===== src/rtl/zube_bus_arbiter.sv =====
// Arbiter/sequencer for the zube mailbox register file: serialises Wishbone and
// external-host accesses round-robin and generates the doorbell interrupts.
module zube_bus_arbiter (
    input  logic        clk,
    input  logic        reset_b,
    input  logic        wb_cyc_in,
    input  logic        wb_stb_in,
    input  logic        wb_we_in,
    input  logic [31:0] wb_addr_in,
    input  logic [31:0] wb_data_in,
    output logic        wb_ack_out,
    output logic [31:0] wb_data_out,
    input  logic        ext_req,
    input  logic        ext_we,
    input  logic [2:0]  ext_addr,
    input  logic [7:0]  ext_wdata,
    output logic        ext_ack,
    output logic [7:0]  ext_rdata,
    output logic        rf_en,
    output logic        rf_we,
    output logic [2:0]  rf_addr,
    output logic [7:0]  rf_wdata,
    input  logic [7:0]  rf_rdata,
    output logic        irq_out,
    output logic        ext_irq_out
);

    typedef enum logic [1:0] {ST_IDLE, ST_ACCESS, ST_RESPOND} state_t;
    typedef enum logic {SIDE_WB, SIDE_EXT} side_t;

    state_t     state;
    side_t      grant;
    side_t      last_grant;
    logic       access_we;
    logic [7:0] wb_byte;
    logic [7:0] ext_byte;
    logic       wb_req;
    logic       pick_ext;
    logic [7:0] resp_byte;
    logic       wb_responding;
    logic       ext_responding;
    logic       unused_bus_bits;

    assign wb_req   = wb_cyc_in & wb_stb_in;
    // On a tie the side that was not served last wins.
    assign pick_ext = ext_req & (~wb_req | (last_grant == SIDE_WB));

    assign resp_byte      = access_we ? rf_wdata : rf_rdata;
    assign wb_responding  = (state == ST_RESPOND) && (grant == SIDE_WB);
    assign ext_responding = (state == ST_RESPOND) && (grant == SIDE_EXT);

    // rf_rdata only arrives during RESPOND, so the byte is forwarded while the
    // ack is high and held in wb_byte/ext_byte afterwards.
    assign wb_data_out = {24'b0, wb_responding ? resp_byte : wb_byte};
    assign ext_rdata   = ext_responding ? resp_byte : ext_byte;

    assign unused_bus_bits = ^{wb_addr_in[31:5], wb_addr_in[1:0], wb_data_in[31:8]};

    // NOTE: reset is synchronous, so it lives inside the clocked branch and every
    // state element uses non-blocking assignment to avoid ordering races.
    always_ff @(posedge clk) begin
        if (!reset_b) begin
            state       <= ST_IDLE;
            grant       <= SIDE_WB;
            last_grant  <= SIDE_EXT;
            access_we   <= 1'b0;
            rf_en       <= 1'b0;
            rf_we       <= 1'b0;
            rf_addr     <= 3'd0;
            rf_wdata    <= 8'd0;
            wb_ack_out  <= 1'b0;
            ext_ack     <= 1'b0;
            wb_byte     <= 8'd0;
            ext_byte    <= 8'd0;
            irq_out     <= 1'b0;
            ext_irq_out <= 1'b0;
        end else begin
            case (state)
                ST_IDLE: begin
                    if (wb_req || ext_req) begin
                        grant      <= pick_ext ? SIDE_EXT : SIDE_WB;
                        last_grant <= pick_ext ? SIDE_EXT : SIDE_WB;
                        rf_en      <= 1'b1;
                        if (pick_ext) begin
                            rf_we     <= ext_we;
                            access_we <= ext_we;
                            rf_addr   <= ext_addr;
                            rf_wdata  <= ext_wdata;
                        end else begin
                            rf_we     <= wb_we_in;
                            access_we <= wb_we_in;
                            rf_addr   <= wb_addr_in[4:2];
                            rf_wdata  <= wb_data_in[7:0];
                        end
                        state <= ST_ACCESS;
                    end
                end
                ST_ACCESS: begin
                    rf_en <= 1'b0;
                    rf_we <= 1'b0;
                    if (grant == SIDE_WB) wb_ack_out <= 1'b1;
                    else                  ext_ack    <= 1'b1;
                    state <= ST_RESPOND;
                end
                ST_RESPOND: begin
                    wb_ack_out <= 1'b0;
                    ext_ack    <= 1'b0;
                    if (grant == SIDE_WB) wb_byte  <= resp_byte;
                    else                  ext_byte <= resp_byte;
                    // Doorbells: EXT write of 7 rings the SoC, WB read of 7 clears it;
                    // WB write of 6 rings the host, EXT read of 6 clears it.
                    if (grant == SIDE_EXT && access_we && rf_addr == 3'd7)
                        irq_out <= 1'b1;
                    else if (grant == SIDE_WB && !access_we && rf_addr == 3'd7)
                        irq_out <= 1'b0;
                    if (grant == SIDE_WB && access_we && rf_addr == 3'd6)
                        ext_irq_out <= 1'b1;
                    else if (grant == SIDE_EXT && !access_we && rf_addr == 3'd6)
                        ext_irq_out <= 1'b0;
                    state <= ST_IDLE;
                end
                default: state <= ST_IDLE;
            endcase
        end
    end

endmodule


===== config.mk =====
export PLATFORM = sky130hd
export DESIGN_NAME = zube_bus_arbiter
export DESIGN_NICKNAME = d
export VERILOG_FILES = /design/src/rtl/zube_bus_arbiter.sv
export SDC_FILE = /design/constraint.sdc
export NUM_CORES = 1
export LEC_CHECK = 0
export CAP_MARGIN = 5
export CORE_MARGIN = 4
export CORE_UTILIZATION = 34
export CTS_CLUSTER_SIZE = 28
export DETAILED_ROUTE_END_ITERATION = 7
export PLACE_DENSITY = 0.8
export SYNTH_ARGS = -nofsm -noshare
export SYNTH_HDL_FRONTEND = slang
export SYNTH_SLANG_ARGS = --single-unit

===== constraint.sdc =====
create_clock -name clk -period 1.9 [get_ports clk]
set_input_delay 0.57 -clock clk [delete_from_list [all_inputs] [get_ports clk]]
set_output_delay 0.57 -clock clk [all_outputs]
set_load 0.02 [all_outputs]

* Word-level counts from Yosys, hierarchy flattened
Index checks and enable logic that the tools add are counted.
** Operators by class
- Equality and inequality tests :: 7
- Mux-type cells :: 21
- Bitwise operators :: 6
- Reductions and logical operators :: 25
** Operators with widths (number)
- two-way mux 8 bit :: 4
- AND reduction 2 bit :: 8
- logical AND 1 bit :: 10
- two-way mux 1 bit :: 10
- case mux 1 bit (2 select lines) :: 4
- nonzero test 2 bit :: 4
- == test 3 bit (second input constant) :: 2
- != test 2 bit (second input constant) :: 3
- case mux 2 bit (2 select lines) :: 1
- two-way mux 3 bit :: 1
- NOT 1 bit :: 3
- bitwise AND 1 bit :: 2
- == test 2 x 1 -> 1 bit (second input constant) :: 1
- == test 2 bit (second input constant) :: 1
- zero test 2 bit :: 1
- two-way mux 2 bit :: 1
- zero test 1 bit :: 1
- logical OR 1 bit :: 1
- bitwise OR 1 bit :: 1
** Storage, ports and cells
- Register bits after elaboration :: 38
- Output and inout bits :: 57
- Logic and storage cells :: 73

* Longest topological paths before layout
Gate-level depths: netlist (run 1).
- Depth after elaboration :: 7
- Mapped depth :: 5
- Gate-level depth less buffers :: 3

* Least setup slack after synthesis (run 1)
OpenSTA, ideal clock, no wires.
- Path type :: flip-flop to output port
- From :: reg grant
- To :: out wb_data_out[0]
- Data arrival time :: 1.265 ns
- Required time :: 1.330 ns
- Setup slack :: 0.065 ns
- Cell stages (with the launch flop) :: 6
- Path buffers :: 2
- Cells stage by stage :: dfxtp_1 > buf_2 > nor3b_4 > buf_4 > nor2_1 > a21oi_1
** On the way
- Word-level cells in the longest chain between the ends :: 3
** Ends and longest elaborated chain
- start: declaration :: line 32 : side_t grant;
- start signal: assignment :: line 81 : grant <= pick_ext ? SIDE_EXT : SIDE_WB;
- NOT 1 bit (no line)
- logical AND 1 bit :: line 49 : assign wb_responding = (state == ST_RESPOND) && (grant == SIDE_WB);
- two-way mux 8 bit :: line 54 : assign wb_data_out = {24'b0, wb_responding ? resp_byte : wb_byte};
- end: declaration :: line 12 : output logic [31:0] wb_data_out,
Every way passes these cells.

* Final worst setup path (run 1)
- From :: reg state[0]
- To :: out ext_rdata[4]
** On the way
- Word-level cells in the longest chain between the ends :: 3
** Ends and longest elaborated chain
- start: declaration :: line 31 : state_t state;
- start signal: assignment :: line 63 : state <= ST_IDLE;
- start signal: assignment :: line 95 : state <= ST_ACCESS;
- start signal: assignment :: line 103 : state <= ST_RESPOND;
- == test 2 bit :: line 50 : assign ext_responding = (state == ST_RESPOND) && (grant == SIDE_EXT);
- logical AND 1 bit :: line 50
- two-way mux 8 bit :: line 55 : assign ext_rdata = ext_responding ? resp_byte : ext_byte;
- end: declaration :: line 18 : output logic [7:0] ext_rdata,
Every way passes these cells.

==> results of run 1 <==
worst min-delay path by stage:
stage,start,to,cells after the start
after floorplan,ext_byte[0],ext_byte[0],2
after global placement,ext_ack,ext_ack,2
after detailed placement,ext_ack,ext_ack,2
after CTS,ext_ack,ext_ack,2
after global routing,ext_ack,ext_ack,2
final,ext_ack,ext_ack,2
critical path, delay by kind of cell (launching register included):
kind | cells | cell delay (ns)
simple gates | 3 | 0.53
flops | 1 | 0.36
buf+inv | 2 | 0.29
per-stage QoR:
step	setup WS (ns)	area, µm²
after detailed placement	-0.777	3020
final	-0.139	3460
after global placement	-0.778	3020
after CTS	-0.159	3320
after floorplan	0.0653	2090
after global routing	-0.208	3460
state kept, by name, summed over array words and instances (netlist names), 2 cells and up:
name	cells
wb_byte	8
rf_wdata	8
ext_byte	8
state	2
rf_addr	3
report_power, final:
group / switching, W / internal [W]
clock network: 0.000288 / 0.000247
registers: 0.0000435 / 0.000851
logic: 0.000369 / 0.000403
cell type report:
| cell class | count | area share (%) |
|---|---|---|
| Clock buffer | 5 | 1.99 |
| Clock inverter | 2 | 0.289 |
| Inverter | 4 | 0.434 |
| Multi-Input combinational cell | 171 | 35.6 |
| Sequential cell | 38 | 22.3 |
| Tap cell | 72 | 2.60 |
| Timing Repair Buffer | 134 | 36.7 |
synthesized netlist by cell type (2+ instances only):
library cell and count:
a211oi_1 8, a21boi_0 12, a21oi_1 19, a31oi_1 2, and3_1 11, buf_2 5
buf_4 26, clkbuf_1 9, dfxtp_1 38, inv_1 4, mux2i_1 8, nand2_1 18
nand2b_1 2, nand3_1 3, nand3b_1 2, nor2_1 15, o21ai_0 3, o21bai_1 10
o221a_1 2, o311a_1 11, or2_1 2, or2_2 7
kinds of logic after synthesis:
| logic type | count (synthesis) | share of synthesized area (%) |
|---|---|---|
| AO/OA/AOI/OAI | 73 | 26.6 |
| XOR/XNOR | 1 | 0.438 |
| multiplexers | 8 | 4.00 |
| buffers and inverters | 45 | 13.7 |
| other | 1 | 0.187 |
| flip-flops | 38 | 38.0 |
| AND/OR/NAND/NOR | 65 | 17.0 |
routing by layer:
metal  vias to the layer above  GRT usage (%)  routed length, µm  part of all wire, %
li1                       1021              -                  -                    -
met1                       999           19.5               2660                   43
met2                        65           30.2               3190                   51
met3                         6           4.12                330                  5.3
met4                         0           3.88                 39                 0.63
met5                         -              0                  0                    0
what timing repair did:
item / 4_1_cts / 5_1_grt
gates resized for setup: 151 / 28
setup endpoints to repair: 24 / 18
setup buffers: 12 / 3
hold buffers: 0 / 0
gates cloned: 1 / 1
pin swaps: 13 / 4
==> impl_metrics.py, run 1 <==
metrics = {
    "route": {
        "wl_um": 6220,
        "wl_per_cell_um": 14.6,
        "vias_per_cell": 4.91,
        "drtAntennaViolNets": 0,
        "num_vias": 2091,
        "first_iter_violations": 51,
        "drc": 0,
        "first_pass_iters": 4,
    },
    "cells_and_area": {
        "nNetsFinal": 444,
        "fill_cells": 488,
        "final_common_cell": "buf_4",
        "fin_cells": 426,
        "multiInputGateArea_um2": 1230,
        "ff_latch_area_um2": 773,
        "antenna_cells": 0,
        "final_cell_mix": "buf_4, clkdlybuf4s50_1, dfxtp_1, conb_1, buf_6",
        "syn_to_final_growth_pct": 73.1,
        "post-route-util_pct": 61.8,
        "layout-drive-gt1-share_pct": 37.3,
    },
    "logic_synthesis": {
        "yosysUniqueCellTypes": 36,
        "yosys.area.top_type": "dfxtp_1",
        "synth_edf_count": 0,
        "synthFlopType": "dfxtp_1",
        "ys_warn_count": 0,
        "synth.avg_cell_area_um2": 8.66,
        "postSynth.asyncResetShare_pct": 0,
        "ys_ff_latch": 38,
        "yosysTopAreaCellShare_pct": 38.0,
        "netlist_area_um2": 2000,
        "syn-instance-count": 231,
        "synthTopCellsByArea": "dfxtp_1, buf_4, o311a_1",
        "yosysSeqAreaShare_pct": 38.0,
    },
    "power": {
        "leakage_nw": 1.57,
        "p_per_area_nw_per_um2": 636,
        "vdd.ir_drop.worst_mv": 0.345,
        "power.total_w": 0.00220,
    },
    "setup_path": {
        "setup.worst_path.start": "state[0]",
        "r2r_cells": 4,
        "reg2reg_to": "rf_we",
        "cpPeakStageDelay_ns": 0.36,
        "cp-endpoint": "ext_rdata[4]",
        "path_cells": "nand3b_1 > buf_6 > or2_1 > nand2_1 > buf_6",
        "required_ns": 1.33,
        "crit_path_end_kind": "output pin",
        "r2r_slack_ns": 0.47,
        "timing.rr.start": "state[0]",
        "crit_fanout": 13,
        "slowest_stage": "dfxtp_4",
        "criticalPathCategory": "reg2out",
        "cp_common_cell": "buf_6",
        "cp-start-kind": "flip-flop",
        "cp_data_arrival_time_ns": 1.47,
    },
    "placed_design": {
        "gp_congestion": 0.808,
        "dp.cells": 404,
        "post-dp-hpwl_um": 4310,
        "io_buffers": 69,
    },
    "sta": {
        "slew_viol_final": 0,
        "setup_slack_ns": -0.139,
        "worst_slew_pin_slew_ns": 0.687,
        "post-route-period-util_pct": 107,
        "timing.slew.headroom_pct": 54.1,
        "rsz0062_at_grt": "true",
        "finalSetupViolCount": 16,
        "timing.setup.tns_ns": -1.65,
        "fmax_mhz": 490,
        "finalClockSkew_ns": 0.00580,
        "hold_violations": 0,
        "whs_ns": 0.454,
        "min_period_ns": 2.04,
    },
    "hold_path": {
        "holdCritPathClass": "reg2reg",
    },
    "run_status": {
        "status": "complete, but fails checks",
        "violations": "setup timing",
    },
    "floorplan": {
        "chipHeight_um": 84.7,
        "die_w_um": 84.7,
        "initial_core_util_pct": 35.7,
        "io_pins": 147,
        "rows": 27,
        "dieArea_um2": 7180,
        "core-area_um2": 5610,
    },
    "clock_tree": {
        "cts_root_buf": "clkbuf_8",
        "cts_sinks": 38,
        "cts.clk_slew.worst_paths_ns": 0.08,
        "clock_latency_ns": 0.29,
        "cts_tree": "built",
        "h-tree-depth": 2,
        "cts_buffer_depth": 2,
        "cts_made_buffers": 5,
    },
    "job": {
        "max-cap-violations": 0,
    },
    "global_route": {
        "grt_first_pass_wirelength_um": 9770,
        "antenna_found_initial": 0,
        "track_usage_pct": 16.6,
        "grt_max_degree": 26,
        "grt_pass1_vias": 2058,
        "gr-total-overflow": 0,
    },
}
No activity file was read; power rests on OpenSTA's default activity.
==> run 2: changes to the inputs <==
CAP_MARGIN = not set   (was 5)
==> results of run 2 <==
Final layout, timing and power as in run 1 (identical DEF).
==> run 3: changes to the inputs <==
CORE_MARGIN = 5   (was 4)
CORE_UTILIZATION = 25   (was 34)
PLACE_DENSITY = not set   (was 0.8)
==> impl_metrics.py, run 3 (synthesis results as in run 1) <==
metrics = {
    "floorplan": {
        "io_pins": 147,
        "initial_core_util_pct": 25.8,
        "die_w_um": 99.5,
        "rows": 32,
        "core-area_um2": 7770,
        "dieArea_um2": 9890,
        "chipHeight_um": 99.5,
    },
    "job": {
        "max-cap-violations": 0,
    },
    "sta": {
        "worst_slew_pin_slew_ns": 0.676,
        "finalClockSkew_ns": 0.00558,
        "finalSetupViolCount": 16,
        "fmax_mhz": 488,
        "setup_slack_ns": -0.150,
        "whs_ns": 0.464,
        "timing.slew.headroom_pct": 54.9,
        "slew_viol_final": 0,
        "hold_violations": 0,
        "min_period_ns": 2.05,
        "timing.setup.tns_ns": -2.15,
        "rsz0062_at_grt": "true",
        "post-route-period-util_pct": 108,
    },
    "cells_and_area": {
        "nNetsFinal": 438,
        "top_regs": "ext_byte x8, rf_wdata x8, wb_byte x8",
        "final_cell_mix": "buf_4, dfxtp_1, clkdlybuf4s50_1, conb_1, dlygate4sd2_1",
        "layout-drive-gt1-share_pct": 33.8,
        "fill_cells": 796,
        "ff_latch_area_um2": 762,
        "syn_to_final_growth_pct": 68.5,
        "antenna_cells": 0,
        "fin_area_um2": 3370,
        "final_common_cell": "buf_4",
        "multiInputGateArea_um2": 1140,
    },
    "global_route": {
        "grt_max_degree": 26,
        "grt_first_pass_wirelength_um": 9590,
        "gr-total-overflow": 0,
        "antenna_found_initial": 0,
        "grt_pass1_vias": 1955,
        "track_usage_pct": 11.9,
    },
    "setup_path": {
        "cp_data_arrival_time_ns": 1.48,
        "crit_fanout": 14,
        "required_ns": 1.33,
        "criticalPathCategory": "reg2out",
        "cp-start-kind": "flip-flop",
        "crit_path_end_kind": "output pin",
    },
    "run_status": {
        "status": "complete, but fails checks",
        "violations": "setup timing",
    },
    "power": {
        "vdd.ir_drop.worst_mv": 0.315,
        "power.total_w": 0.00244,
        "p_per_area_nw_per_um2": 723,
        "leakage_nw": 1.53,
    },
    "clock_tree": {
        "cts_sinks": 38,
        "h-tree-depth": 2,
        "holdBufCountCts": 0,
        "cts.clk_slew.worst_paths_ns": 0.08,
        "cts_made_buffers": 5,
        "cts_buffer_depth": 2,
        "cts_root_buf": "clkbuf_8",
        "clock_latency_ns": 0.29,
        "cts_tree": "built",
    },
    "route": {
        "first_pass_iters": 4,
        "drtAntennaViolNets": 0,
        "vias_per_cell": 4.34,
        "wl_per_cell_um": 13.4,
        "first_iter_violations": 25,
        "drc": 0,
        "wl_um": 6020,
        "num_vias": 1957,
    },
    "placed_design": {
        "gp_congestion": 0.822,
        "pre_cts_slack_ns": -0.792,
        "post-dp-hpwl_um": 4560,
        "io_buffers": 69,
        "place_area_um2": 3070,
    },
    "hold_path": {
        "holdCritPathClass": "reg2reg",
    },
}
-- run 3: changes by cell type in the layout (fill, tap and decap cells not counted), moves of 5 or more --
| cell | delta |
|---|---|
| nor2_1 | +8 |
| buf_6 | -10 |
| buf_4 | +5 |
| nand2_1 | -6 |
| nand2_2 | +6 |
-- run 3: final cells by class --
type                    count  area share, %
clock buffers               6           2.45
multi-input cells         171           34.0
inverters                   4          0.445
repair buffers            128           35.0
flip-flops and latches     38           22.6
clock inverters             2           1.78
well taps                 102           3.78
-- run 3: report_power, final --
part	total, W	leakage [nW]	switching, W	internal [W]
Clock	0.000863	0.0714	0.000303	0.000560
Sequential	0.000887	0.312	0.0000363	0.000851
Combinational	0.000688	1.15	0.000339	0.000349
Total	0.00244	1.53	0.000678	0.00176
-- run 3: timing repair --
item	in CTS	in global routing
resized for setup	133	13
pin swaps	13	6
setup buffers	6	0
cloned	1	0
endpoints found under the setup margin	26	17
-- run 3: worst paths after layout --
kind	startpoint	end	slack, ns	cells past startpoint
min	ext_ack	ext_ack	0.46	2
min reg2reg	ext_ack	ext_ack	0.46	2
max	state[0]	wb_data_out[2]	-0.15	6
max reg2reg	state[1]	rf_we	0.49	4
-- run 3: per-layer routing --
| layer | GRT usage, % | part of all wire [%] |
|---|---|---|
| met5 | 0 | 0 |
| met4 | 2.52 | 0.86 |
| met3 | 3.44 | 7.3 |
| met2 | 20.2 | 48 |
| met1 | 15.1 | 44 |
-- run 3: through the flow --
stage / utilization [%] / cells
finish: 43.4 / 451
global route: 43.4 / 451
global placement: 39.6 / 436
CTS: 42.9 / 451
detailed placement: 39.6 / 436
floorplan: - / 254
-- run 3: worst max-delay path: stages (launching register included) --
cell and delay, ns:
dfxtp_2 0.33, buf_4 0.14, nor3b_4 0.22, buf_12 0.16, buf_4 0.13, a21oi_2 0.06
buf_4 0.16
==> variant: new RTL, flow settings as in run 1 <==
Put one more register stage on the output `ext_irq_out`, with the module's reset. The value now appears one clock later. The other outputs are not delayed to match.
--- a/src/rtl/zube_bus_arbiter.sv
+++ b/src/rtl/zube_bus_arbiter.sv
@@ -29,2 +29,4 @@
     typedef enum logic {SIDE_WB, SIDE_EXT} side_t;
+
+    logic ext_irq_s0;
 
@@ -75,3 +77,3 @@
             irq_out     <= 1'b0;
-            ext_irq_out <= 1'b0;
+            ext_irq_s0 <= 1'b0;
         end else begin
@@ -116,5 +118,5 @@
                     if (grant == SIDE_WB && access_we && rf_addr == 3'd6)
-                        ext_irq_out <= 1'b1;
+                        ext_irq_s0 <= 1'b1;
                     else if (grant == SIDE_EXT && !access_we && rf_addr == 3'd6)
-                        ext_irq_out <= 1'b0;
+                        ext_irq_s0 <= 1'b0;
                     state <= ST_IDLE;
@@ -126,2 +128,10 @@
 
+    always_ff @(posedge clk) begin
+        if (!reset_b) begin
+            ext_irq_out <= '0;
+        end else begin
+            ext_irq_out <= ext_irq_s0;
+        end
+    end
+
 endmodule
Check against the original RTL: not equivalent (a bounded check fails within 4 cycles, from zero or initial values and one cycle with reset_b low).
==> variant against run 1 <==
The flow still finishes with violations (setup timing); sequential cell count rose by 1; cell area shrank 3.2%; synthesized area increased by 0.69%; via count decreased by 4.3%; largest cell class is now multi-input gates; total power rose by 7.0%; routed wire length fell by 10%; sequential power grew 2.8%; die area rose by 0.61%; setup slack improved by 0.014 ns; critical path type unchanged; register-to-register slack lost 0.13 ns.
==> variant: results (changes against run 1) <==
INFO  metric failed_checks = setup timing (unchanged)
INFO  metric place_hpwl = 4.192 mm (was 4.311 mm)
INFO  metric worst_min_delay_path_class = register to register (unchanged)
INFO  metric clock-skew-final = 0.008147 ns (was 0.005798 ns)
INFO  metric met2WireLength = 2.755 mm (was 3.190 mm)
INFO  metric worst-r2r-setup-slack = 0.34 ns (was 0.47 ns)
INFO  metric largestRegisters = ext_byte x8, rf_wdata x8, wb_byte x8 (unchanged)
INFO  metric vdd_ir_drop_max = 0.3189 mV (was 0.3451 mV)
INFO  metric finalWeightedCongestion = 0.8270 (was 0.8084)
INFO  metric finalSetupTns = -1.191 ns (was -1.654 ns)
INFO  metric worst_pin_slew = 0.6572 ns (was 0.6871 ns)
INFO  metric cp_data_arrival_time = 1.45 ns (was 1.47 ns)
INFO  metric synth.top_cells.by_area = sky130_fd_sc_hd__dfxtp_1 (39%), sky130_fd_sc_hd__buf_4 (9.3%), sky130_fd_sc_hd__o311a_1 (5.5%), sky130_fd_sc_hd__a21oi_1 (4.7%), sky130_fd_sc_hd__a21boi_0 (4.5%) (was sky130_fd_sc_hd__dfxtp_1 (38%), sky130_fd_sc_hd__buf_4 (9.8%), sky130_fd_sc_hd__o311a_1 (5.5%), sky130_fd_sc_hd__a21oi_1 (4.8%), sky130_fd_sc_hd__a21boi_0 (4.5%))
INFO  metric drive_above_1_share = 34.99% (was 37.29%)
INFO  metric synth_async_sr_flop_share = 0% (unchanged)
INFO  metric detail_route.vias_per_cell = 4.824 (was 4.908)
INFO  metric cellLeakagePower = 0.001488 uW (was 0.001572 uW)
INFO  metric worst_r2r_endpoint = access_we (was rf_we)
INFO  metric netlist_top_cells_count = sky130_fd_sc_hd__dfxtp_1 (39), sky130_fd_sc_hd__buf_4 (25), sky130_fd_sc_hd__a21oi_1 (19) (was sky130_fd_sc_hd__dfxtp_1 (38), sky130_fd_sc_hd__buf_4 (26), sky130_fd_sc_hd__a21oi_1 (19))
INFO  metric setup.worst_path.end = ext_rdata[5] (was ext_rdata[4])
INFO  metric timing.final.ws_setup = -0.1249 ns (was -0.1392 ns)
INFO  metric routed_wl_met3 = 347 um (was 330 um)
INFO  metric first_global_vias = 2018 (was 2058)
INFO  metric postRouteWirelength = 5.594 mm (was 6.217 mm)
INFO  metric drt_first_iter_violations = 32 (was 51)
INFO  metric nNetsFinal = 432 (was 444)
INFO  metric grt_first_pass_wirelength = 9.211 mm (was 9.770 mm)
INFO  metric wl_met1 = 2.428 mm (was 2.656 mm)
INFO  metric crit_reg_reg_startpoint = state[1] (was state[0])
INFO  metric run_status = finished with violations (unchanged)
INFO  metric top_signal_layer_used = met4 (unchanged)
INFO  metric timing.reg2reg.worst_path_depth = 5 (was 4)
INFO  metric grtUsageTotal = 15.48% (was 16.62%)
INFO  metric synth_seq_area_share = 38.76% (was 38.02%)
INFO  metric finalSetupViolCount = 16 (unchanged)
[variant: logic make-up after synthesis]
family	Yosys count	share of synthesized area (%)
other	1	0.1862
flip-flops	39	38.76
AND/OR/NAND/NOR	66	17.45
AO/OA/AOI/OAI	73	26.40
multiplexers	8	3.975
buffers and inverters	42	13.23
[variant: report_power, final]
part           internal (uW)  leakage, uW  total [uW]  switching, uW
combinational            374      0.00111         718            344
clock                    425    0.0000612         719            294
sequential               873     0.000321         919           45.8
[variant: timing repair]
item / 4_1_cts / 5_1_grt
hold endpoints to repair: 0 / 0
gates resized for setup: 142 / 17
setup buffers: 8 / 2
gates cloned: 1 / 0
pin swaps: 9 / 1
setup endpoints to repair: 25 / 16
[variant: layout make-up]
cell class,instances,area (um2)
Fill cell,510,2290
Multi-Input combinational cell,171,1220
Timing Repair Buffer,124,1132
Sequential cell,39,788.3
Tap cell,72,90.09
Clock buffer,6,82.58
Clock inverter,2,35.03
Inverter,1,3.754
[variant: worst min-delay path by stage]
| stage | depth (start not counted) | to | slack (ns) |
|---|---|---|---|
| after floorplan | 2 | ext_byte[0] | 0.44 |
| after global placement | 2 | ext_ack | 0.44 |
| after detailed placement | 2 | ext_byte[4] | 0.46 |
| after CTS | 2 | ext_byte[4] | 0.47 |
| after global routing | 2 | ext_byte[5] | 0.51 |
| final | 2 | ext_ack | 0.47 |
[variant: through the flow]
step / setup WS, ns / total power (uW) / area, um2 / util (%) / cells
3_3_place_gp: -0.7937 / 1577 / 2994 / 53.07 / 397
4_1_cts: -0.1455 / 2342 / 3292 / 58.35 / 414
3_5_place_dp: -0.7925 / 1588 / 2994 / 53.07 / 397
6_report: -0.1249 / 2355 / 3352 / 59.41 / 415
2_1_floorplan: 0.06518 / 1288 / 2101 / - / 252
5_1_grt: -0.1897 / 2471 / 3352 / 59.41 / 415
[variant: per-layer routing]
| layer | up-vias | global-route usage (%) |
|---|---|---|
| met1 | 931 | 19.12 |
| met5 | - | 0 |
| met4 | 0 | 4.029 |
| met3 | 6 | 4.563 |
| li1 | 1002 | - |
| met2 | 63 | 26.27 |
[variant: worst max-delay path: stages (launching register included)]
cell and delay (ns):
sky130_fd_sc_hd__dfxtp_2 0.34, sky130_fd_sc_hd__nand3b_1 0.20, sky130_fd_sc_hd__buf_12 0.17, sky130_fd_sc_hd__or2_1 0.24, sky130_fd_sc_hd__nand2_1 0.10, sky130_fd_sc_hd__buf_6 0.12
